File: src/rtl/sap_control_sequencer_pkg.sv
// Shared definitions for the SAP control sequencer: opcodes, sequencer state
// codes and control-word bit positions (also used by the computer top and benches).
package sap_pkg;

    localparam logic [3:0] OP_NOP = 4'h0;
    localparam logic [3:0] OP_LDA = 4'h1;
    localparam logic [3:0] OP_ADD = 4'h2;
    localparam logic [3:0] OP_SUB = 4'h3;
    localparam logic [3:0] OP_STA = 4'h4;
    localparam logic [3:0] OP_LDI = 4'h5;
    localparam logic [3:0] OP_JMP = 4'h6;
    localparam logic [3:0] OP_JZ  = 4'h8;
    localparam logic [3:0] OP_OUT = 4'hE;
    localparam logic [3:0] OP_HLT = 4'hF;

    // T2..T4 must stay contiguous: execute steps are addressed as offsets from T2.
    localparam int ST_W = 4;
    localparam logic [ST_W-1:0] ST_IDLE  = 4'd0;
    localparam logic [ST_W-1:0] ST_CLR   = 4'd1;
    localparam logic [ST_W-1:0] ST_T0    = 4'd2;
    localparam logic [ST_W-1:0] ST_T1    = 4'd3;
    localparam logic [ST_W-1:0] ST_T2    = 4'd4;
    localparam logic [ST_W-1:0] ST_T3    = 4'd5;
    localparam logic [ST_W-1:0] ST_T4    = 4'd6;
    localparam logic [ST_W-1:0] ST_PAUSE = 4'd7;
    localparam logic [ST_W-1:0] ST_HALT  = 4'd8;

    localparam int CW_W         = 17;
    localparam int CW_PC_INC    = 0;
    localparam int CW_PC_OUT    = 1;
    localparam int CW_PC_LOAD   = 2;
    localparam int CW_PC_CLR    = 3;
    localparam int CW_MAR_IN    = 4;
    localparam int CW_RAM_OUT   = 5;
    localparam int CW_RAM_IN    = 6;
    localparam int CW_IR_IN     = 7;
    localparam int CW_IR_OUT    = 8;
    localparam int CW_REG1_IN   = 9;
    localparam int CW_REG1_OUT  = 10;
    localparam int CW_REG1_CLR  = 11;
    localparam int CW_REGB_IN   = 12;
    localparam int CW_ALU_OUT   = 13;
    localparam int CW_ALU_SUB   = 14;
    localparam int CW_FLAGS_IN  = 15;
    localparam int CW_OUT_IN    = 16;

    typedef logic [CW_W-1:0] cw_t;

    function automatic logic [2:0] tstate_of(input logic [ST_W-1:0] st);
        logic [2:0] ts;
        case (st)
            ST_T0:   ts = 3'd0;
            ST_T1:   ts = 3'd1;
            ST_T2:   ts = 3'd2;
            ST_T3:   ts = 3'd3;
            ST_T4:   ts = 3'd4;
            default: ts = 3'd7;
        endcase
        return ts;
    endfunction

endpackage

File: src/rtl/sap_control_sequencer_if.sv
// Control-bus bundle between the sequencer (master) and the datapath (slave):
// run/opcode/flag inputs plus every load/drive strobe and debug status.
interface sap_control_sequencer_if #(
    parameter int OPCODE_W = 4,
    parameter int TSTATE_W = 3
);
    logic                run;
    logic [OPCODE_W-1:0] opcode;
    logic                zero_flag;
    logic                pc_inc, pc_out, pc_load, pc_clr;
    logic                mar_in;
    logic                ram_out, ram_in;
    logic                ir_in, ir_out;
    logic                reg1_data_in, reg1_data_out, reg1_clr;
    logic                regb_in;
    logic                alu_out, alu_sub, flags_in;
    logic                out_in;
    logic                halted;
    logic [TSTATE_W-1:0] tstate;

    modport master (
        input  run, opcode, zero_flag,
        output pc_inc, pc_out, pc_load, pc_clr, mar_in, ram_out, ram_in,
               ir_in, ir_out, reg1_data_in, reg1_data_out, reg1_clr, regb_in,
               alu_out, alu_sub, flags_in, out_in, halted, tstate
    );

    modport slave (
        output run, opcode, zero_flag,
        input  pc_inc, pc_out, pc_load, pc_clr, mar_in, ram_out, ram_in,
               ir_in, ir_out, reg1_data_in, reg1_data_out, reg1_clr, regb_in,
               alu_out, alu_sub, flags_in, out_in, halted, tstate
    );
endinterface

File: src/rtl/sap_control_sequencer_rom.sv
// Combinational microcode table: (state, opcode, zero_flag) -> control word,
// plus flags marking an instruction's final microstep and a HLT decode.
module sap_microcode_rom
    import sap_pkg::*;
#(
    parameter int OPCODE_W = 4
) (
    input  logic [ST_W-1:0]     state_i,
    input  logic [OPCODE_W-1:0] opcode_i,
    input  logic                zero_flag_i,
    output cw_t                 cw_o,
    output logic                last_o,
    output logic                halt_o
);

    always_comb begin
        cw_o   = '0;
        last_o = 1'b0;
        halt_o = 1'b0;
        case (state_i)
            ST_CLR: begin
                cw_o[CW_PC_CLR]   = 1'b1;
                cw_o[CW_REG1_CLR] = 1'b1;
            end
            ST_T0: begin
                cw_o[CW_PC_OUT] = 1'b1;
                cw_o[CW_MAR_IN] = 1'b1;
            end
            ST_T1: begin
                cw_o[CW_RAM_OUT] = 1'b1;
                cw_o[CW_IR_IN]   = 1'b1;
                cw_o[CW_PC_INC]  = 1'b1;
            end
            ST_T2: begin
                last_o = 1'b1;
                case (opcode_i)
                    OP_LDA, OP_ADD, OP_SUB, OP_STA: begin
                        cw_o[CW_IR_OUT] = 1'b1;
                        cw_o[CW_MAR_IN] = 1'b1;
                        last_o          = 1'b0;
                    end
                    OP_LDI: begin
                        cw_o[CW_IR_OUT]  = 1'b1;
                        cw_o[CW_REG1_IN] = 1'b1;
                    end
                    OP_JMP: begin
                        cw_o[CW_IR_OUT]  = 1'b1;
                        cw_o[CW_PC_LOAD] = 1'b1;
                    end
                    OP_JZ: begin
                        cw_o[CW_IR_OUT]  = zero_flag_i;
                        cw_o[CW_PC_LOAD] = zero_flag_i;
                    end
                    OP_OUT: begin
                        cw_o[CW_REG1_OUT] = 1'b1;
                        cw_o[CW_OUT_IN]   = 1'b1;
                    end
                    OP_HLT:  halt_o = 1'b1;
                    default: ;
                endcase
            end
            ST_T3: begin
                last_o = 1'b1;
                case (opcode_i)
                    OP_LDA: begin
                        cw_o[CW_RAM_OUT] = 1'b1;
                        cw_o[CW_REG1_IN] = 1'b1;
                    end
                    OP_ADD, OP_SUB: begin
                        cw_o[CW_RAM_OUT] = 1'b1;
                        cw_o[CW_REGB_IN] = 1'b1;
                        last_o           = 1'b0;
                    end
                    OP_STA: begin
                        cw_o[CW_REG1_OUT] = 1'b1;
                        cw_o[CW_RAM_IN]   = 1'b1;
                    end
                    default: ;
                endcase
            end
            ST_T4: begin
                last_o = 1'b1;
                if (opcode_i == OP_ADD || opcode_i == OP_SUB) begin
                    cw_o[CW_ALU_OUT]  = 1'b1;
                    cw_o[CW_REG1_IN]  = 1'b1;
                    cw_o[CW_FLAGS_IN] = 1'b1;
                    cw_o[CW_ALU_SUB]  = (opcode_i == OP_SUB);
                end
            end
            default: ;
        endcase
    end

endmodule

File: src/rtl/sap_control_sequencer.sv
// SAP fetch/execute sequencer: state register, run sampling at instruction
// boundaries and HALT. Optional macro SEQ_SINGLE_STEP_EN adds step_mode/step.
module sap_control_sequencer
    import sap_pkg::*;
#(
    parameter int OPCODE_W = 4,
    parameter int TSTATE_W = 3
) (
    input logic clk,
    input logic reset,
`ifdef SEQ_SINGLE_STEP_EN
    input logic step_mode,
    input logic step,
`endif
    sap_control_sequencer_if.master bus
);

    logic [ST_W-1:0] state_q, state_d;
    cw_t             cw;
    cw_t             cw_gated;
    logic            last_step;
    logic            is_hlt;
    logic            advance;

    sap_microcode_rom #(.OPCODE_W(OPCODE_W)) u_rom (
        .state_i     (state_q),
        .opcode_i    (bus.opcode),
        .zero_flag_i (bus.zero_flag),
        .cw_o        (cw),
        .last_o      (last_step),
        .halt_o      (is_hlt)
    );

`ifdef SEQ_SINGLE_STEP_EN
    assign advance = !step_mode || step;
`else
    assign advance = 1'b1;
`endif

    // run only matters where an instruction may start: IDLE, PAUSE and final microsteps.
    always_comb begin
        state_d = state_q;
        case (state_q)
            ST_IDLE:  if (bus.run) state_d = ST_CLR;
            ST_CLR:   state_d = ST_T0;
            ST_T0:    state_d = ST_T1;
            ST_T1:    state_d = ST_T2;
            ST_T2, ST_T3, ST_T4: begin
                if (is_hlt)         state_d = ST_HALT;
                else if (last_step) state_d = bus.run ? ST_T0 : ST_PAUSE;
                else if (state_q == ST_T2) state_d = ST_T3;
                else                state_d = ST_T4;
            end
            ST_PAUSE: if (bus.run) state_d = ST_T0;
            ST_HALT:  state_d = ST_HALT;
            default:  state_d = ST_IDLE;
        endcase
    end

    always_ff @(posedge clk) begin
        if (!reset)       state_q <= ST_IDLE;
        else if (advance) state_q <= state_d;
    end

    assign cw_gated = advance ? cw : '0;

    assign bus.pc_inc        = cw_gated[CW_PC_INC];
    assign bus.pc_out        = cw_gated[CW_PC_OUT];
    assign bus.pc_load       = cw_gated[CW_PC_LOAD];
    assign bus.pc_clr        = cw_gated[CW_PC_CLR];
    assign bus.mar_in        = cw_gated[CW_MAR_IN];
    assign bus.ram_out       = cw_gated[CW_RAM_OUT];
    assign bus.ram_in        = cw_gated[CW_RAM_IN];
    assign bus.ir_in         = cw_gated[CW_IR_IN];
    assign bus.ir_out        = cw_gated[CW_IR_OUT];
    assign bus.reg1_data_in  = cw_gated[CW_REG1_IN];
    assign bus.reg1_data_out = cw_gated[CW_REG1_OUT];
    assign bus.reg1_clr      = cw_gated[CW_REG1_CLR];
    assign bus.regb_in       = cw_gated[CW_REGB_IN];
    assign bus.alu_out       = cw_gated[CW_ALU_OUT];
    assign bus.alu_sub       = cw_gated[CW_ALU_SUB];
    assign bus.flags_in      = cw_gated[CW_FLAGS_IN];
    assign bus.out_in        = cw_gated[CW_OUT_IN];

    assign bus.halted = (state_q == ST_HALT);
    assign bus.tstate = TSTATE_W'(tstate_of(state_q));

endmodule

File: src/flat_wrapper.sv
// flat-port wrapper written by rule: the top's interface ports become plain ports
module sap_control_sequencer_flat import sap_pkg::*;
#(
    parameter int OPCODE_W = 4,
    parameter int TSTATE_W = 3
)
  (clk, reset, bus_run, bus_opcode, bus_zero_flag, bus_pc_inc, bus_pc_out, bus_pc_load, bus_pc_clr, bus_mar_in, bus_ram_out, bus_ram_in, bus_ir_in, bus_ir_out, bus_reg1_data_in, bus_reg1_data_out, bus_reg1_clr, bus_regb_in, bus_alu_out, bus_alu_sub, bus_flags_in, bus_out_in, bus_halted, bus_tstate);
  sap_control_sequencer_if #(.OPCODE_W(OPCODE_W), .TSTATE_W(TSTATE_W)) bus_i ();
  input logic clk;
  input logic reset;
  input wire logic [$bits(bus_i.run)-1:0] bus_run;
  input wire logic [$bits(bus_i.opcode)-1:0] bus_opcode;
  input wire logic [$bits(bus_i.zero_flag)-1:0] bus_zero_flag;
  output wire logic [$bits(bus_i.pc_inc)-1:0] bus_pc_inc;
  output wire logic [$bits(bus_i.pc_out)-1:0] bus_pc_out;
  output wire logic [$bits(bus_i.pc_load)-1:0] bus_pc_load;
  output wire logic [$bits(bus_i.pc_clr)-1:0] bus_pc_clr;
  output wire logic [$bits(bus_i.mar_in)-1:0] bus_mar_in;
  output wire logic [$bits(bus_i.ram_out)-1:0] bus_ram_out;
  output wire logic [$bits(bus_i.ram_in)-1:0] bus_ram_in;
  output wire logic [$bits(bus_i.ir_in)-1:0] bus_ir_in;
  output wire logic [$bits(bus_i.ir_out)-1:0] bus_ir_out;
  output wire logic [$bits(bus_i.reg1_data_in)-1:0] bus_reg1_data_in;
  output wire logic [$bits(bus_i.reg1_data_out)-1:0] bus_reg1_data_out;
  output wire logic [$bits(bus_i.reg1_clr)-1:0] bus_reg1_clr;
  output wire logic [$bits(bus_i.regb_in)-1:0] bus_regb_in;
  output wire logic [$bits(bus_i.alu_out)-1:0] bus_alu_out;
  output wire logic [$bits(bus_i.alu_sub)-1:0] bus_alu_sub;
  output wire logic [$bits(bus_i.flags_in)-1:0] bus_flags_in;
  output wire logic [$bits(bus_i.out_in)-1:0] bus_out_in;
  output wire logic [$bits(bus_i.halted)-1:0] bus_halted;
  output wire logic [$bits(bus_i.tstate)-1:0] bus_tstate;
  assign bus_i.run = bus_run;
  assign bus_i.opcode = bus_opcode;
  assign bus_i.zero_flag = bus_zero_flag;
  assign bus_pc_inc = bus_i.pc_inc;
  assign bus_pc_out = bus_i.pc_out;
  assign bus_pc_load = bus_i.pc_load;
  assign bus_pc_clr = bus_i.pc_clr;
  assign bus_mar_in = bus_i.mar_in;
  assign bus_ram_out = bus_i.ram_out;
  assign bus_ram_in = bus_i.ram_in;
  assign bus_ir_in = bus_i.ir_in;
  assign bus_ir_out = bus_i.ir_out;
  assign bus_reg1_data_in = bus_i.reg1_data_in;
  assign bus_reg1_data_out = bus_i.reg1_data_out;
  assign bus_reg1_clr = bus_i.reg1_clr;
  assign bus_regb_in = bus_i.regb_in;
  assign bus_alu_out = bus_i.alu_out;
  assign bus_alu_sub = bus_i.alu_sub;
  assign bus_flags_in = bus_i.flags_in;
  assign bus_out_in = bus_i.out_in;
  assign bus_halted = bus_i.halted;
  assign bus_tstate = bus_i.tstate;
  sap_control_sequencer #(.OPCODE_W(OPCODE_W), .TSTATE_W(TSTATE_W)) u_core (.clk(clk), .reset(reset), .bus(bus_i));
endmodule
File: config.mk
export PLATFORM = sky130hd
export DESIGN_NAME = sap_control_sequencer_flat
export DESIGN_NICKNAME = d
export VERILOG_FILES = /design/src/rtl/sap_control_sequencer_pkg.sv /design/src/rtl/sap_control_sequencer_if.sv /design/src/rtl/sap_control_sequencer_rom.sv /design/src/rtl/sap_control_sequencer.sv /design/src/flat_wrapper.sv
export SDC_FILE = /design/constraint.sdc
export NUM_CORES = 1
export LEC_CHECK = 0
export CAP_MARGIN = 20
export CORE_AREA = 10 10 55 53
export CTS_BUF_LIST = sky130_fd_sc_hd__clkbuf_16
export DETAILED_ROUTE_END_ITERATION = 12
export DIE_AREA = 0 0 65 63
export GPL_TIMING_DRIVEN = 0
export PLACE_DENSITY = 0.8
export SLEW_MARGIN = 20
export SYNTH_ARGS = -nofsm -noshare
export SYNTH_HDL_FRONTEND = slang
export SYNTH_SLANG_ARGS = --single-unit
File: constraint.sdc
create_clock -name clk -period 1.9 [get_ports clk]
set_clock_uncertainty 0.05 [all_clocks]
set_input_delay 0.285 -clock clk [delete_from_list [all_inputs] [get_ports clk]]
set_output_delay 0.285 -clock clk [all_outputs]
set_load 0.05 [all_outputs]
# Word-level counts from Yosys, hierarchy flattened
# Cells that the tools add are included.
[word_totals] input_bits=8 ff_bits=4 output_inout_bits=21 word_cells=65
[classes] mux=37 n_reduce_logical=8 n_eq_ne=19
[ops] cell="$eq 4x3->1 const B" n=7
[ops] cell="$pmux 4 s7" n=1
[ops] cell="$mux 1" n=20
[ops] cell="$eq 4x2->1 const B" n=4
[ops] cell="$eq 4x4->1 const B" n=4
[ops] cell="$mux 4" n=4
[ops] cell="$pmux 3 s5" n=1
[ops] cell="$pmux 1 s2" n=5
[ops] cell="$mux 3" n=3
[ops] cell="$eq 4x1->1 const B" n=2
[ops] cell="$pmux 1 s3" n=2
[ops] cell="$reduce_or 3->1" n=2
[ops] cell="$reduce_or 6->1" n=1
[ops] cell="$logic_not 4->1" n=1
[ops] cell="$ne 2x2->1 const B" n=2
[ops] cell="$reduce_or 4->1" n=1
[ops] cell="$mux 2" n=1
[ops] cell="$reduce_and 2->1" n=1
[ops] cell="$reduce_or 2->1" n=1
[ops] cell="$logic_or 1x1->1" n=1

# Logic depth before layout (Yosys ltp)
[logic_depth] depth_word=7 depth_mapped=6 depth_no_buf=4

# Cells and area by module
# From an unflattened synthesis, not the netlist that was laid out.
[hier_totals] cells_unflattened=91 area_unflattened_um2=656.9
[by_module_without_submodules] mod="sap_microcode_rom" n_inst=1 seq_area_each_um2=0.0 cells_per_inst=53 area_per_inst_um2=332.8
[by_module_without_submodules] mod="sap_control_sequencer" n_inst=1 seq_area_each_um2=80.1 cells_per_inst=38 area_per_inst_um2=324.1

# Least setup slack after synthesis
# OpenSTA, ideal clock, no wires.
[synth_path] path_type="reg2out" from="register u_core.state_q[3]" to="output bus_alu_sub" required_ps=1565 path_slack_ps=-1231 arrival_time_ps=2796 path_stages_with_launch=5 path_buffers=0 path_cell_list="dfxtp_1 > and2b_2 > inv_1 > nor4_1 > and2_1"
[synth_via] elab_chain_cells=2
[synth_lines] item="start: declaration" line_no="sap_control_sequencer.sv:18" source="logic [ST_W-1:0] state_q, state_d;"
[synth_lines] item="start signal: assignment" line_no="sap_control_sequencer.sv:62" source="else if (advance) state_q <= state_d;"
[synth_lines] item="$eq 4x3->1" line_no="sap_control_sequencer_rom.sv:20" source="case (state_i)"
[synth_lines] item="$mux 3" line_no="sap_control_sequencer_rom.sv:20"
[synth_lines] item="end: declaration" line_no="flat_wrapper.sv:28" source="output wire logic [$bits(bus_i.alu_sub)-1:0] bus_alu_sub;"
# No other way between the ends.

# Final worst setup path
[layout_path] from="register u_core.state_q[3]" to="output bus_reg1_data_out"
[layout_via] elab_chain_cells=2 word_cells_on_any_way=3 classes_between="eq/ne (2); mux (1)"
[layout_lines] item="$eq 4x3->1" line_no="sap_control_sequencer_rom.sv:20"
[layout_lines] item="$pmux 1 s2 (*)" line_no="sap_control_sequencer_rom.sv:20"
[layout_lines] item="end: declaration" line_no="flat_wrapper.sv:24" source="output wire logic [$bits(bus_i.reg1_data_out)-1:0] bus_reg1_data_out;"
# Every way passes the cells marked *; elsewhere a longest branch is shown, timed or not.

==> results <==
- The number of port buffers is 27.
- The routing usage on met1 is 13.8%.
- Walking the worst path, the cells encountered are buf_6 > nor4b_4 > nand3_2 > o21ai_1 > and3b_1 > buf_6.
- Counting distinct cell types in the post-synthesis netlist gives 41.
- IR analysis of the VDD net gives a maximum drop of 657 uV.
- Across all setup checks in the final design, the least slack found is 0.0113 ns.
- The shortest period the worst path allows is 1.89 ns.
- The maximum number of pins on one net before global-route repair is 11.
- TritonCTS built the clock tree.
- The leading cell type in the layout, fill and taps excluded is buf_4.
- The number of antenna violations at the first check in global routing is 0.
- The number of filler cells placed in the layout is 144.
- The number of ports placed on the die boundary is 29.
- The count of TritonRoute iterations in the first routing pass is 5.
- The number of buffers inserted for hold repair after clock tree synthesis is 0.
- The synthesized-area fraction occupied by ao, oa, aoi and oai cells is 29.5%.
- Dividing the synthesized area by the synthesized cell count gives 7.05 um^2.
- The initial cell density of the core is 37.9%.
- The largest registers in the layout are u_core.state_q x4.
- In this run, synthesis inferred 0 flip-flops with an integrated enable.
- The overall routed net length is 2470 um.
- Data arrives at the worst endpoint at 1.55 ns.
- The horizontal extent of the die is 65 um.
- After global routing the overflow that remains totals 0.
- After detailed routing, the average wire length per cell comes to 15.2 um.
- The xor-xnor portion of the synthesized cell area is 1.27%.
- The final RePlAce weighted congestion is 0.890.
- On the critical path, the stage with the largest delay is an instance of dfxtp_2.
- The mux cell area share after synthesis is 0%.
- The number of vias in the routed layout is 906.
- The flip-flop cell with the highest count after synthesis is dfxtp_1.
- The source-to-sink clock delay at the later pin of the worst-skew pair is 0.22 ns.
- The endpoint class of the critical path is a primary output.
- The total nets after synthesis is 106.
- The number of stages on the worst setup path is 6.
- The core outline area is 1820 um^2.
- The detailed-route vias per instance is 5.59.
- Headroom to the max-slew limit came out at 67.1%.
- The met3 layer usage reported by global route is 3.94%.
- The cell repeated most along the worst path is buf_6.
- The proportion of netlist area held by the largest area contributor is 11.6%.
- The worst setup path is launched from a flop.
- Of all flip-flops after synthesis, the portion carrying an async set or reset was 0%.
- The row count is 15.
- For this run, global-route usage on met2 was measured as 18.1%.
- Clock-pin slew was measured on the worst setup and hold paths at 0.03 ns.
- The slew of the pin with the lowest slew margin is 0.495 ns.
- The synthesis-to-finish area growth is 80.3%.
- On the worst path, the slowest cell contributes a delay of 0.32 ns.
- The final setup TNS is 0 ns.
- In the layout the commonest cells are 14 x buf_4, 10 x buf_6, 10 x nor2_1, 8 x buf_2.
- Setup violations remaining at the end of the flow were counted as 0.
- The kind of cell with the highest combined delay along the critical path is simple AND/OR/NAND/NOR gates.
- The detailed-placement wirelength estimate is 1760 um.
- The final critical-path share of the clock period is 99.4%.
- The first-pass GRT wire length is 3940 um.
- The flow ran to the end, and the final reports show no timing, DRC or antenna violations.
- The detail route stage leaves a number of antenna-violating nets equal to 0.
- The highest achievable clock rate is 0.529 GHz.
- The min-delay analysis places its worst path in the category in2reg.
- The critical path contains buffers and inverters numbering 2 combined.
- The cell sitting at the root of the clock tree is a clkbuf_16.
- After synthesis the netlist holds a flip-flop and latch count of 4.
- The total routing usage reported by global routing is 11.3%.
- The count of pins over their slew limit is 0.
- The die area is 4100 um^2.
- The flip-flop count of the largest register after layout is 4.
- The leakage component of the power is 0.548 nW.
- The simple-gate share of the synthesized area is 41.1%.
- Ranked by flip-flop count, first place goes to u_core.state_q.
- By startpoint and endpoint, the worst setup path is classified as reg2out.
- The worst hold path was traced through 3 stages.
- Summed over all instances, the cell type with the most area after synthesis is dfxtp_1.
- For the worst setup path, the data required time is 1.56 ns.
- The deepest clock path buffer count is 2.
- By area, the combinational part of the netlist is dominated by simple AND/OR/NAND/NOR gates.
- The number of antenna diodes in the final layout is 0.
- The number of buffers added by the clock tree synthesis step is 3.
- Dividing total power by cell area gives a power density of 586 nW/um^2.
- In the routed design, unresolved DRC markers number 0.
- The post-synthesis instance area is 691 um^2.
- Final hold analysis gives a worst-case slack of 0.393 ns.
- The share of synthesized area occupied by flip-flops and latches is 11.6%.
- The busiest layer in global routing is met2.
- The floorplan step set the die height to 63 um.
- Setup repair after global routing could not meet its margin everywhere.
- The final layout contains 147 nets.
- In the post-synthesis netlist, the biggest area contributors are dfxtp_1 12%, buf_4 7.6%, nor2_1 7.1%.
- The number of H-tree levels is 1.
- Cells with a size suffix above 1 make up 53.3% of the layout.
- The number of sinks driven by the clock tree is 4.
- The critical-path maximum fanout is 4.
- The hold violation count in the final report is 0.
- For the worst flop-to-flop path, the logic depth is 6.
- The gate count of the mapped netlist is 98.
- The Yosys warning count is 0.
- The via count of the first global-routing pass is 799.
- The iteration-0 DRC count of the detailed router is 28.
- The synthesized netlist devotes 0% of its cell area to adder and majority cells.
- The setup slack after placement is -0.873 ns.
- The reported max-cap violation count is 0.
layout make-up:
class	instances	area, um^2	share of cell area (%)
Clock buffer	3	75.1	6.03
Tap cell	25	31.3	2.51
Inverter	2	7.51	0.603
Buffer	13	128	10.3
Timing Repair Buffer	36	313	25.1
Sequential cell	4	85.1	6.83
Multi-Input combinational cell	79	606	48.6
what timing repair did:
| item | CTS | global route |
|---|---|---|
| setup endpoints to repair | 21 | 13 |
| pin swaps | 1 | 6 |
| gates resized for setup | 106 | 35 |
| gates cloned | 0 | 1 |
| setup buffers | 1 | 7 |
routing by layer:
metal / routed length, um / share of wire (%)
met5: 0 / 0
met4: 37 / 1.5
met3: 267 / 11
met2: 1150 / 47
met1: 1010 / 41
power by group:
| group | total, W | switching, W | internal [W] |
|---|---|---|---|
| sequential | 0.000101 | 0.00000918 | 0.0000916 |
| combinational | 0.000301 | 0.000188 | 0.000113 |
| clock | 0.000328 | 0.0000592 | 0.000269 |
Yosys cell counts (2+ instances only):
master	instances
nor4b_1	2
nor3b_1	3
nand2_1	7
o21ai_0	9
and3b_1	3
a31o_2	2
nor3_1	4
nor2b_1	2
a31oi_1	2
nand3b_1	3
buf_2	3
buf_4	7
nor2_1	13
inv_1	2
nand3_1	2
dfxtp_1	4
o21a_1	2
nand2b_1	3
a211oi_1	2
clkbuf_8	2
worst min-delay path, stage by stage:
cell      delay (ns)
buf_6           0.10
a211oi_1        0.08
o21a_1          0.16
final timing paths:
check / start / to / slack, ns
max: u_core.state_q[3] / bus_reg1_data_out / 0.01
min: bus_run / u_core.state_q[2] / 0.39
max reg2reg: u_core.state_q[3] / u_core.state_q[0] / 0.35
min reg2reg: u_core.state_q[3] / u_core.state_q[3] / 0.65
through the flow:
step	instance area (um^2)	power, W	util, %	std cells
floorplan	746	0.000300	-	98
global route	1240	0.000760	68.4	162
finish	1240	0.000730	68.4	162
global placement	1050	0.000381	57.5	150
detailed placement	1050	0.000384	57.5	150
CTS	1170	0.000717	64.2	154
kinds of logic after synthesis:
logic type	Yosys count
AND/OR/NAND/NOR	50
AO/OA/AOI/OAI	28
buffers and inverters	15
flip-flops	4
XOR/XNOR	1
Power figures use the tool's default switching activity.
